===== src/rtl/multicycle_sequencer.sv =====
// Multi-cycle control FSM: fetch, decode, execute, mem, writeback.
// Owns PC/IR, gates decoder strobes to once per instruction, and traps faults.
module multicycle_sequencer #(
  parameter logic [31:0] RESET_PC       = 32'h0000_0000,
  parameter int unsigned TIMEOUT_CYCLES = 16
) (
  input  logic        clock,
  input  logic        reset,
  output logic        imem_req,
  output logic [31:0] imem_addr,
  input  logic        imem_ready,
  input  logic [31:0] imem_rdata,
  output logic [31:0] instruction,
  input  logic [6:0]  dec_operation,
  input  logic        dec_rf_wr_en,
  input  logic        dec_dmem_wr_en,
  input  logic        dec_pc_in_mux_sel,
  input  logic [31:0] branch_target,
  output logic        dmem_req,
  output logic        dmem_we,
  input  logic        dmem_ready,
  output logic        rf_wr_en,
  output logic [31:0] pc,
  output logic [2:0]  state,
  output logic        fault,
  output logic [31:0] retired_count
);

  localparam int unsigned WAIT_W = $clog2(TIMEOUT_CYCLES + 1);
  localparam logic [WAIT_W-1:0] WAIT_LIMIT = WAIT_W'(TIMEOUT_CYCLES - 1);
  localparam logic [31:0] NOP_INSN = 32'h0000_0013;

  localparam logic [2:0] S_FETCH     = 3'd0;
  localparam logic [2:0] S_DECODE    = 3'd1;
  localparam logic [2:0] S_EXECUTE   = 3'd2;
  localparam logic [2:0] S_MEM       = 3'd3;
  localparam logic [2:0] S_WRITEBACK = 3'd4;
  localparam logic [2:0] S_FAULT     = 3'd7;

  localparam logic [6:0] OP_RTYPE  = 7'b0110011;
  localparam logic [6:0] OP_ITYPE  = 7'b0010011;
  localparam logic [6:0] OP_JAL    = 7'b1101111;
  localparam logic [6:0] OP_JALR   = 7'b1100111;
  localparam logic [6:0] OP_LUI    = 7'b0110111;
  localparam logic [6:0] OP_BRANCH = 7'b1100011;
  localparam logic [6:0] OP_STORE  = 7'b0100011;
  localparam logic [6:0] OP_LOAD   = 7'b0000011;

  logic [2:0]        state_q, state_d;
  logic [WAIT_W-1:0] wait_q, wait_d;
  logic [31:0]       pc_q, pc_d;
  logic [31:0]       ir_q, ir_d;
  logic [31:0]       retired_q, retired_d;
  logic              fault_q, fault_d;

  logic legal_op;
  logic mem_op;
  logic misaligned;
  logic wait_expired;

  // Opcode classification from the decoder
  always_comb begin
    legal_op = 1'b0;
    case (dec_operation)
      OP_RTYPE, OP_ITYPE, OP_JAL, OP_JALR,
      OP_LUI, OP_BRANCH, OP_STORE, OP_LOAD: legal_op = 1'b1;
      default:                              legal_op = 1'b0;
    endcase
  end

  assign mem_op       = (dec_operation == OP_LOAD) || (dec_operation == OP_STORE);
  assign misaligned   = dec_pc_in_mux_sel && (branch_target[1:0] != 2'b00);
  assign wait_expired = (wait_q == WAIT_LIMIT);

  // Next-state and datapath-register update
  always_comb begin
    state_d   = state_q;
    wait_d    = wait_q;
    pc_d      = pc_q;
    ir_d      = ir_q;
    retired_d = retired_q;
    fault_d   = fault_q;

    case (state_q)
      S_FETCH: begin
        if (imem_ready) begin
          ir_d    = imem_rdata;
          state_d = S_DECODE;
        end else if (wait_expired) begin
          state_d = S_FAULT;
        end else begin
          wait_d = wait_q + WAIT_W'(1);
        end
      end
      S_DECODE: begin
        state_d = legal_op ? S_EXECUTE : S_FAULT;
      end
      S_EXECUTE: begin
        if (mem_op) begin
          wait_d  = '0;
          state_d = S_MEM;
        end else begin
          state_d = S_WRITEBACK;
        end
      end
      S_MEM: begin
        if (dmem_ready) begin
          state_d = S_WRITEBACK;
        end else if (wait_expired) begin
          state_d = S_FAULT;
        end else begin
          wait_d = wait_q + WAIT_W'(1);
        end
      end
      S_WRITEBACK: begin
        // A misaligned target retires nothing and leaves PC pointing at the culprit
        if (misaligned) begin
          state_d = S_FAULT;
        end else begin
          pc_d      = dec_pc_in_mux_sel ? branch_target : pc_q + 32'd4;
          retired_d = retired_q + 32'd1;
          wait_d    = '0;
          state_d   = S_FETCH;
        end
      end
      default: begin
        state_d = S_FAULT;
      end
    endcase

    if (state_d == S_FAULT) fault_d = 1'b1;
  end

  // State and architectural registers
  always_ff @(posedge clock or posedge reset) begin
    if (reset) begin
      state_q   <= S_FETCH;
      wait_q    <= '0;
      pc_q      <= RESET_PC;
      ir_q      <= NOP_INSN;
      retired_q <= '0;
      fault_q   <= 1'b0;
    end else begin
      state_q   <= state_d;
      wait_q    <= wait_d;
      pc_q      <= pc_d;
      ir_q      <= ir_d;
      retired_q <= retired_d;
      fault_q   <= fault_d;
    end
  end

  // Strobes decode straight from state so they drop the instant reset rises
  assign imem_req = ~reset & (state_q == S_FETCH);
  assign dmem_req = ~reset & (state_q == S_MEM);
  assign dmem_we  = ~reset & (state_q == S_MEM) & dec_dmem_wr_en;
  assign rf_wr_en = ~reset & (state_q == S_WRITEBACK) & dec_rf_wr_en & ~misaligned;

  assign imem_addr     = pc_q;
  assign pc            = pc_q;
  assign instruction   = ir_q;
  assign state         = state_q;
  assign fault         = fault_q;
  assign retired_count = retired_q;

endmodule


===== config.mk =====
export PLATFORM = sky130hd
export DESIGN_NAME = multicycle_sequencer
export DESIGN_NICKNAME = d
export VERILOG_FILES = /design/src/rtl/multicycle_sequencer.sv
export SDC_FILE = /design/constraint.sdc
export NUM_CORES = 1
export LEC_CHECK = 0
export ABC_AREA = 1
export CAP_MARGIN = 20
export CORE_UTILIZATION = 27
export CTS_CLUSTER_DIAMETER = 30
export CTS_CLUSTER_SIZE = 24
export DETAILED_ROUTE_END_ITERATION = 10
export PLACE_DENSITY = 0.55
export SLEW_MARGIN = 20
export SYNTH_ARGS = -nofsm -noshare
export SYNTH_HDL_FRONTEND = slang
export SYNTH_SLANG_ARGS = --single-unit

===== constraint.sdc =====
create_clock -name clock -period 7.61 [get_ports clock]
set_input_delay 1.522 -clock clock [delete_from_list [all_inputs] [get_ports clock]]
set_output_delay 1.522 -clock clock [all_outputs]
set_load 0.01 [all_outputs]

==> results of run 1 <==
[cells in the mapped netlist, types with 9 or more instances]
library cell | n | share of area
nor3_1 | 10 | 0.0081
o21ai_0 | 33 | 0.027
nand2_1 | 234 | 0.14
nand3b_1 | 9 | 0.011
inv_1 | 77 | 0.047
xor2_1 | 14 | 0.020
nand3_1 | 46 | 0.037
dfrtp_1 | 102 | 0.41
a21oi_1 | 17 | 0.014
mux2_2 | 32 | 0.058
buf_4 | 36 | 0.044
nand4_1 | 14 | 0.014
xnor2_1 | 9 | 0.013
nor2_1 | 128 | 0.078
[per-stage QoR]
step                      setup WS, ns  area [sq um]  hold WS, ns
after floorplan                   2.02          6170        0.479
after global placement            2.56          8340        0.446
after detailed placement          2.52          8340        0.449
after CTS                         2.52          8640        0.469
after global routing              2.37          8640        0.510
final                             2.55          8650        0.462
[state kept, by name, indices dropped and copies added, names as in the netlist]
| signal | cells |
|---|---|
| state | 3 |
| fault | 1 |
| instruction | 32 |
| imem_addr | 32 |
| retired_count | 32 |
| wait_q | 5 |
[kinds of logic after synthesis]
group,share of synthesized area
DFF,0.426
xor gates and xnor gates,0.0326
AOI/OAI and AO/OA,0.0563
buffers and inverters,0.106
muxes,0.0584
adders and majority gates,0.00811
and+or+nand+nor,0.312
[where the power goes]
part / internal [mW] / total [mW] / leakage, nW / switching [mW]
Combinational: 0.0595 / 0.104 / 2.40 / 0.0450
Sequential: 0.562 / 0.571 / 1.37 / 0.00929
Clock: 0.233 / 0.480 / 0.146 / 0.247
[worst paths after layout]
path,to
hold / removal,fault$_DFFE_PP0N_
min in group asynchronous,imem_addr[23]$_DFFE_PP0P_
max in group asynchronous,retired_count[10]$_DFFE_PP0P_
setup reg to reg,imem_addr[4]$_DFFE_PP0P_
setup / recovery,rf_wr_en
hold reg to reg,fault$_DFFE_PP0N_
[layer usage]
metal / part of all wire / up-vias
met5: 0.00064 / -
li1: - / 2932
met2: 0.47 / 151
met3: 0.059 / 14
met4: 0.012 / 2
met1: 0.46 / 2658
[area by class of cell]
cell class	count	area share
antenna	3	0.000868
timing repair buffer	217	0.250
clock buffer	9	0.0260
tap	280	0.0405
sequential	105	0.304
inverter	82	0.0359
clock inverter	7	0.00825
multi-input combinational	581	0.334
[worst reg2reg max path, stage by stage (launching register included)]
cell and delay [ns]:
dfrtp_1 0.48, nor2_4 0.18, nand2_2 0.10, inv_2 0.08
nand2_4 0.31, nor2_2 0.55, inv_2 0.11, nor2_1 0.11
nor2_1 0.06
==> metrics.md, run 1 <==
| Metric | Value |
|---|---|
| Outcome | `finished clean` |
| Total negative slack | `0 ns` |
| Netlist area before placement | `0.00617 sq mm` |
| Setup repair after global routing missed its margin | `no` |
| Hold/Removal Path Class | `register to register` |
| Busiest layer in global routing | `met2` |
| Total power density per cell area | `~130 mW/mm^2` |
| GR Util All Layers | `0.163` |
| Most used cell along the critical path | `clkdlybuf4s50_1` |
| Count of endpoints failing hold in the final timing report | `0` |
| Area occupied by registers | `roughly 0.0026 sq mm` |
| Cell leakage power | `slightly below 4 nW` |
| Async S/R FF share, synth | `1.00` |
| Final cell utilization of the core | `0.391` |
| Number of core rows | `54` |
| Library cell used as clock root buffer | `clkbuf_16` |
| Most frequent standard cell in the layout excluding fill and tap cells | `nand2_1` |
| CTS H-tree lvls | `3` |
| Delay of the slowest cell on the worst path | `between 0.5 and 0.6 ns` |
| Family of cells with the greatest summed delay on the critical path | `buffers and inverters` |
| Slack of the worst reg-to-reg path | `~5.5 ns` |
| Initial antenna violation count | `4` |
| Antenna viol nets, final | `0` |
| Clk_skew | `between 0.015 and 0.02 ns` |
| Number of buffers added for setup after CTS | `0` |
| DR iter-0 viols | `287` |
| Count of pins over their slew limit | `0` |
| Reg2reg start | `state[1]$_DFF_PP0_` |
| Net count after synthesis | `899` |
| Count of hold buffers inserted by post-cts repair | `0` |
| Nets | `1078` |
| Post-layout instance count excluding filler cells | `~1.3k` |
| CTS max path bufs | `2` |
| Overall routed net length | `~19000 um` |
| Fraction of layout cells with a size suffix above 1 | `0.0749` |
| Startpoint type of the worst setup path | `input port` |
| Slew @ Worst Pin | `between 0.7 and 0.8 ns` |
| Number of global-route vias before repair | `approximately 5.6k` |
| Placed cells | `between 1k and 1.5k` |
| Clk pin slew, worst setup/hold paths | `0.07 ns` |
| CP startpoint | `dec_pc_in_mux_sel` |
| Die X-Extent | `~150 um` |
| Number of synthesized register bits | `105` |
| Data required, critical path | `~6 ns` |
| Area added between synthesis and finish | `40.1%` |
| Worst slew margin relative to its limit | `0.474` |
| CTS tree | `built` |
| Min-Delay Path Depth | `2` |
| Count of max-cap constraint violations | `0` |
| Global routing usage on met1 | `0.212` |
| 1st-pass router iterations | `4` |
| Final critical-path required period | `a little over 5 ns` |
| Fill cells | `around 2.3k` |
| Port bufs | `around 210` |
| Library cells used by synthesis | `39` |
| Worst vdd rail ir drop | `around 0.086 mV` |
| Number of clock sinks seen by CTS | `~110` |
| Met3 Resource Use GR | `0.0403` |
| Sum of overflow across all layers after global routing | `0` |
| Via count | `~5.8k` |
| Stages on worst setup path | `6` |
| Critical Path, Cell by Cell | `clkdlybuf4s50_1 > buf_4 > o21ai_1 > nand2_4 > nor2_1 > clkdlybuf4s50_1` |
| Die outline height | `around 150 um` |
| Pin count of the biggest net entering global routing | `61` |
| Arrival time worst endpoint | `~3.5 ns` |
| Final clock period utilization by the worst path | `0.665` |
| Num ports | `approximately 210` |
| Count of buffer and inverter cells on the critical path | `3` |
| Global-route track usage on met2 | `0.265` |
| Top fanout value on the critical path | `50` |
| Worst Path Class, Setup | `input port to output port` |
| Area enclosed by the die boundary | `0.0235 sq mm` |
| Synthesized netlist cell count | `817` |
| Number of buffers inserted during clock tree synthesis | `9` |
| Weighted congestion at the end of routability-driven global placement | `about 0.86` |
| Avg WL per Cell | `about 15 um` |
| Number of enable-type register cells in the synthesized netlist | `0` |
| Critical-path top delay cell | `clkdlybuf4s50_1` |
| Most frequent cells in the layout | `nand2_1, clkdlybuf4s50_1, nor2_1` |
| Dominant register cell in the synthesized netlist | `dfrtp_1` |
| Upper clock frequency limit | `198 MHz` |
| Kind of end point of the critical path | `output port` |
| CTS-repair resized insts | `0` |
| HP Start | `fault$_DFFE_PP0N_` |
| Part of the Yosys area used for sequential elements | `0.426` |
| Vias per cell | `~4.5` |
| Remaining DRCs | `0` |
| First-pass GRT wire length | `29900 um` |
| Reg2reg path depth | `8` |
| Starting density of the core | `0.279` |
| Multi-input gate area in the final layout | `0.00289 sq mm` |
| DP Wirelength | `around 14000 um` |
| Mean post-synth cell area | `roughly 7.6 sq um` |
| Total power after layout | `1.16 mW` |
| Synthesis warning total | `0` |
| Endpoints failing setup | `0` |
| Placeable Area | `0.0221 sq mm` |
| Clock latency of the later-clocked register in the worst-skew pair | `around 0.37 ns` |
No activity file was read; power rests on OpenSTA's default activity.
==> run 2: changes to the inputs <==
PLACE_DENSITY = 0.57   (was 0.55)
clock period = 4.3 ns   (was 7.61 ns; I/O delays follow)
==> run 2 against run 1 <==
  * Non-clock buffer count is 2 higher
  * Global-route usage is 0.27 points higher
  * Die area stayed put
  * Clock-buffer cell count stayed put
  * Cell area is 0.26% higher
  * Utilization is 0.10 points higher
  * Power is 80% higher
  * Combinational power is 79% higher
  * Final cell count stayed put
  * Sequential power is 77% higher
  * Largest power group unchanged
  * Highest routed layer is now met4
==> metrics.md, run 2 (synthesis results as in run 1) <==
| Metric | Value |
|---|---|
| Port bufs | `between 200 and 250` |
| Family of cells with the greatest summed delay on the critical path | `buffers and inverters` |
| Weighted congestion at the end of routability-driven global placement | `approximately 0.84` |
| Hold/Removal Path Class | `register to register` |
| DR iter-0 viols | `between 300 and 400` |
| Pin count of the biggest net entering global routing | `66` |
| CTS max path bufs | `2` |
| Final critical-path required period | `~3.3 ns` |
| Initial antenna violation count | `1` |
| Die outline height | `around 150 um` |
| Arrival time worst endpoint | `about 2.4 ns` |
| Number of clock sinks seen by CTS | `about 110` |
| Slew @ Worst Pin | `between 0.8 and 0.9 ns` |
| Number of global-route vias before repair | `5572` |
| DP Wirelength | `~14000 um` |
| Final cell utilization of the core | `0.392` |
| Critical Path, Cell by Cell | `clkdlybuf4s50_1 > o21ai_1 > nand2_4 > nor2_1 > clkdlybuf4s50_1` |
| Upper clock frequency limit | `between 300 and 400 MHz` |
| Antenna viol nets, final | `0` |
| Library cell used as clock root buffer | `clkbuf_16` |
| Fraction of layout cells with a size suffix above 1 | `0.0768` |
| Vias per cell | `4.48` |
| Count of hold buffers inserted by post-cts repair | `0` |
| Total power density per cell area | `approximately 240 mW/mm^2` |
| First-pass GRT wire length | `~30000 um` |
| Die X-Extent | `approximately 150 um` |
| Number of buffers inserted during clock tree synthesis | `9` |
| Final clock period utilization by the worst path | `0.762` |
| Count of pins over their slew limit | `0` |
| Worst slew margin relative to its limit | `0.415` |
| Most frequent cells in the layout | `nand2_1, clkdlybuf4s50_1, nor2_1` |
| Worst vdd rail ir drop | `0.160 mV` |
| Startpoint type of the worst setup path | `input port` |
| Placed cells | `approximately 1.3k` |
| CTS-repair resized insts | `0` |
| Kind of end point of the critical path | `output port` |
| Via count | `approximately 5.8k` |
| GR Util All Layers | `0.165` |
| Endpoints failing setup | `0` |
| Total power after layout | `around 2.1 mW` |
| Cell leakage power | `roughly 3.9 nW` |
| Placeable Area | `around 0.022 sq mm` |
| Num ports | `around 210` |
| Clock latency of the later-clocked register in the worst-skew pair | `around 0.36 ns` |
| Critical-path top delay cell | `clkdlybuf4s50_1` |
| Data required, critical path | `around 3.4 ns` |
| Number of buffers added for setup after CTS | `0` |
| Starting density of the core | `0.279` |
| Avg WL per Cell | `14.9 um` |
| Post-layout instance count excluding filler cells | `roughly 1.3k` |
| Count of endpoints failing hold in the final timing report | `0` |
| Area enclosed by the die boundary | `around 0.023 sq mm` |
| Most frequent standard cell in the layout excluding fill and tap cells | `nand2_1` |
| Nets | `between 1k and 1.5k` |
| CTS H-tree lvls | `3` |
| Count of max-cap constraint violations | `0` |
| Worst Path Class, Setup | `input port to output port` |
| Top fanout value on the critical path | `3` |
| CTS tree | `built` |
| Clk pin slew, worst setup/hold paths | `0.08 ns` |
| Clk_skew | `~0.019 ns` |
| Outcome | `finished clean` |
| Number of core rows | `54` |
| Overall routed net length | `19100 um` |
| Setup repair after global routing missed its margin | `no` |
| Area of all placed cells without fillers | `a little under 0.009 sq mm` |
| Remaining DRCs | `0` |
| Count of buffer and inverter cells on the critical path | `2` |
| Delay of the slowest cell on the worst path | `approximately 0.60 ns` |
| Area added between synthesis and finish | `40.4%` |
| 1st-pass router iterations | `6` |
| Sum of overflow across all layers after global routing | `0` |
| Total negative slack | `0 ns` |
| Cell area reported after detailed placement | `0.00836 sq mm` |
| Most used cell along the critical path | `clkdlybuf4s50_1` |
## run 2: worst paths after layout
kind	end	startpoint	slack, ns	depth (start not counted)
max	rf_wr_en	branch_target[0]	1.02	5
min	fault$_DFFE_PP0N_	fault$_DFFE_PP0N_	0.47	2
max reg2reg	imem_addr[4]$_DFFE_PP0P_	state[1]$_DFF_PP0_	2.19	9
min reg2reg	fault$_DFFE_PP0N_	fault$_DFFE_PP0N_	0.47	2
max in group asynchronous	imem_addr[1]$_DFFE_PP0P_	reset	1.88	4
min in group asynchronous	retired_count[12]$_DFFE_PP0P_	reset	1.13	3
## run 2: power by group
group          total [mW]  switching [mW]  internal (mW)
sequential           1.01          0.0175          0.995
combinational       0.186          0.0801          0.106
clock               0.880           0.416          0.464
total                2.08           0.513           1.56
## run 2: worst min-delay path, stage by stage, from the launching register on
cell and delay, ns:
dfrtp_1 0.35, inv_1 0.04, nand2_1 0.05
## run 2: cell type report
| type | count | area (sq um) |
|---|---|---|
| fillers | 2283 | 13400 |
| multi-input cells | 581 | 2890 |
| flip-flops and latches | 105 | 2630 |
| repair buffers | 219 | 2180 |
| well taps | 280 | 350 |
| inverters | 82 | 310 |
| clock buffers | 9 | 225 |
| clock inverters | 7 | 83.8 |
| diodes | 1 | 2.50 |
## run 2: metrics by stage
step           hold WS [ns]  worst slack [ns]
2_1_floorplan         0.479            0.0321
3_5_place_dp          0.464             0.999
6_report              0.474              1.02
4_1_cts               0.485             0.999
5_1_grt               0.511             0.951
3_3_place_gp          0.450             0.995
## run 2: layer usage
layer / up-vias / track usage / wire (um)
li1: 2924 / - / -
met1: 2668 / 0.210 / 8640
met2: 144 / 0.284 / 9330
met3: 16 / 0.0343 / 895
met4: 0 / 0.0423 / 231
met5: - / 0 / 0
==> run 3: changes to the inputs <==
PLACE_DENSITY = 0.55   (was 0.57)
clock period = 3.3 ns   (was 4.3 ns; I/O delays follow)
==> run 3 against run 2 <==
  * Utilization up 0.15 points
  * Via count up 1.3%
  * Routed wire length down 0.96%
  * Combinational power up 31%
  * Cell area up 0.39%
  * Final cell count about the same
  * Critical path type unchanged
==> metrics.md, run 3 (synthesis results as in run 1) <==
| Metric | Value |
|---|---|
| Outcome | `finished clean` |
| Upper clock frequency limit | `343 MHz` |
| Count of pins over their slew limit | `0` |
| Via count | `5827` |
| Area enclosed by the die boundary | `~0.023 sq mm` |
| GR Util All Layers | `0.165` |
| Die X-Extent | `153 um` |
| Arrival time worst endpoint | `~2.3 ns` |
| Multi-input gate area in the final layout | `between 0.002 and 0.003 sq mm` |
| Count of endpoints failing hold in the final timing report | `0` |
| Total negative slack | `0 ns` |
| Most frequent standard cell in the layout excluding fill and tap cells | `nand2_1` |
| Sum of overflow across all layers after global routing | `0` |
| Clock latency of the later-clocked register in the worst-skew pair | `approximately 0.36 ns` |
| Nets | `roughly 1.1k` |
| Weighted congestion at the end of routability-driven global placement | `approximately 0.87` |
| Fraction of layout cells with a size suffix above 1 | `0.0777` |
| Cell area reported after detailed placement | `0.00837 sq mm` |
| Starting density of the core | `0.279` |
| Worst Path Class, Setup | `input port to output port` |
| Startpoint type of the worst setup path | `input port` |
| Area added between synthesis and finish | `41.0%` |
| Area occupied by registers | `between 0.002 and 0.003 sq mm` |
| Number of core rows | `between 50 and 60` |
| First-pass GRT wire length | `around 30000 um` |
| Clk pin slew, worst setup/hold paths | `roughly 0.070 ns` |
| DP Wirelength | `~14000 um` |
| Delay of the slowest cell on the worst path | `about 0.58 ns` |
| Overall routed net length | `18900 um` |
| Number of buffers inserted during clock tree synthesis | `9` |
| Die outline height | `roughly 150 um` |
| Kind of end point of the critical path | `output port` |
| Avg WL per Cell | `~15 um` |
| Setup repair after global routing missed its margin | `no` |
| Number of clock sinks seen by CTS | `105` |
| Final clock period utilization by the worst path | `0.885` |
| CTS tree | `built` |
| Endpoints failing setup | `0` |
| Area of all placed cells without fillers | `~0.0087 sq mm` |
| Slew @ Worst Pin | `0.914 ns` |
| Placeable Area | `0.0221 sq mm` |
| Worst slew margin relative to its limit | `0.391` |
| DR iter-0 viols | `370` |
| Fill cells | `between 2k and 2.5k` |
| Top fanout value on the critical path | `3` |
| Clk_skew | `roughly 0.011 ns` |
| Final critical-path required period | `2.92 ns` |
| CTS max path bufs | `2` |
| Pin count of the biggest net entering global routing | `68` |
| Critical-path top delay cell | `clkdlybuf4s50_1` |
| Data required, critical path | `around 2.6 ns` |
| Initial antenna violation count | `0` |
| Family of cells with the greatest summed delay on the critical path | `buffers and inverters` |
| Num ports | `about 210` |
| Cell leakage power | `between 3 and 4 nW` |
| Remaining DRCs | `0` |
| CTS H-tree lvls | `3` |
| Library cell used as clock root buffer | `clkbuf_16` |
| Number of buffers added for setup after CTS | `0` |
| Worst vdd rail ir drop | `approximately 0.23 mV` |
| Worst slack at placement | `approximately 0.30 ns` |
| Most frequent cells in the layout | `nand2_1, clkdlybuf4s50_1, nor2_1` |
| Antenna viol nets, final | `0` |
| Most used cell along the critical path | `clkdlybuf4s50_1` |
| Port bufs | `213` |
| Final worst-path setup slack | `0.381 ns` |
| CTS-repair resized insts | `0` |
| Count of hold buffers inserted by post-cts repair | `0` |
| 1st-pass router iterations | `5` |
| Critical Path, Cell by Cell | `clkdlybuf4s50_1 > o21ai_1 > nand2_4 > nor2_1 > clkdlybuf4s50_1` |
| Hold/Removal Path Class | `register to register` |
| Total power density per cell area | `~320 mW/mm^2` |
| Number of global-route vias before repair | `5564` |
| Count of buffer and inverter cells on the critical path | `2` |
| Vias per cell | `4.53` |
| Count of max-cap constraint violations | `0` |
==> run 3: cell type report <==
cell class / count / area share
Antenna cell: 1 / 0.000288
Clock buffer: 9 / 0.0259
Clock inverter: 7 / 0.0125
Inverter: 82 / 0.0358
Multi-Input combinational cell: 581 / 0.332
Sequential cell: 105 / 0.302
Tap cell: 280 / 0.0403
Timing Repair Buffer: 220 / 0.251
==> run 3: metrics by stage <==
stage / std cells / power (mW) / hold WS (ns) / util
after floorplan: 817 / 1.43 / 0.479 / -
after global placement: 1268 / 1.59 / 0.461 / 0.379
after detailed placement: 1268 / 1.59 / 0.480 / 0.379
after CTS: 1284 / 2.84 / 0.499 / 0.394
after global routing: 1284 / 2.92 / 0.518 / 0.394
final: 1285 / 2.79 / 0.489 / 0.394
==> run 3: metal layers <==
metal / part of all wire / track usage / vias up / wire [um]
met3: 0.059 / 0.0408 / 5 / 1120
met5: 0 / 0 / - / 0
met2: 0.49 / 0.288 / 179 / 9290
met1: 0.44 / 0.209 / 2713 / 8400
li1: - / - / 2930 / -
met4: 0.0053 / 0.0231 / 0 / 101
==> run 3: path summary, 6_finish.rpt <==
check	from	endpoint	slack, ns	depth (start not counted)
min reg2reg	fault$_DFFE_PP0N_	fault$_DFFE_PP0N_	0.49	2
max reg2reg	state[1]$_DFF_PP0_	imem_addr[12]$_DFFE_PP0P_	1.22	8
max	branch_target[0]	rf_wr_en	0.38	5
max in group asynchronous	reset	retired_count[13]$_DFFE_PP0P_	1.07	4
min in group asynchronous	reset	instruction[12]$_DFFE_PP0P_	0.92	3
min	fault$_DFFE_PP0N_	fault$_DFFE_PP0N_	0.49	2
==> run 3: worst register-to-register path, cell delays in order, from the launching register on <==
cell and delay [ns]:
dfrtp_1 0.49, nor2_4 0.18, nand2_2 0.11, inv_2 0.08, nand2_4 0.04, buf_4 0.31
nor2_2 0.48, o21ai_0 0.18, a21oi_1 0.14
==> run 3: power breakdown <==
part / internal [mW] / switching [mW]
Combinational: 0.139 / 0.105
Clock: 0.684 / 0.547
Sequential: 1.30 / 0.0225
Total: 2.12 / 0.674
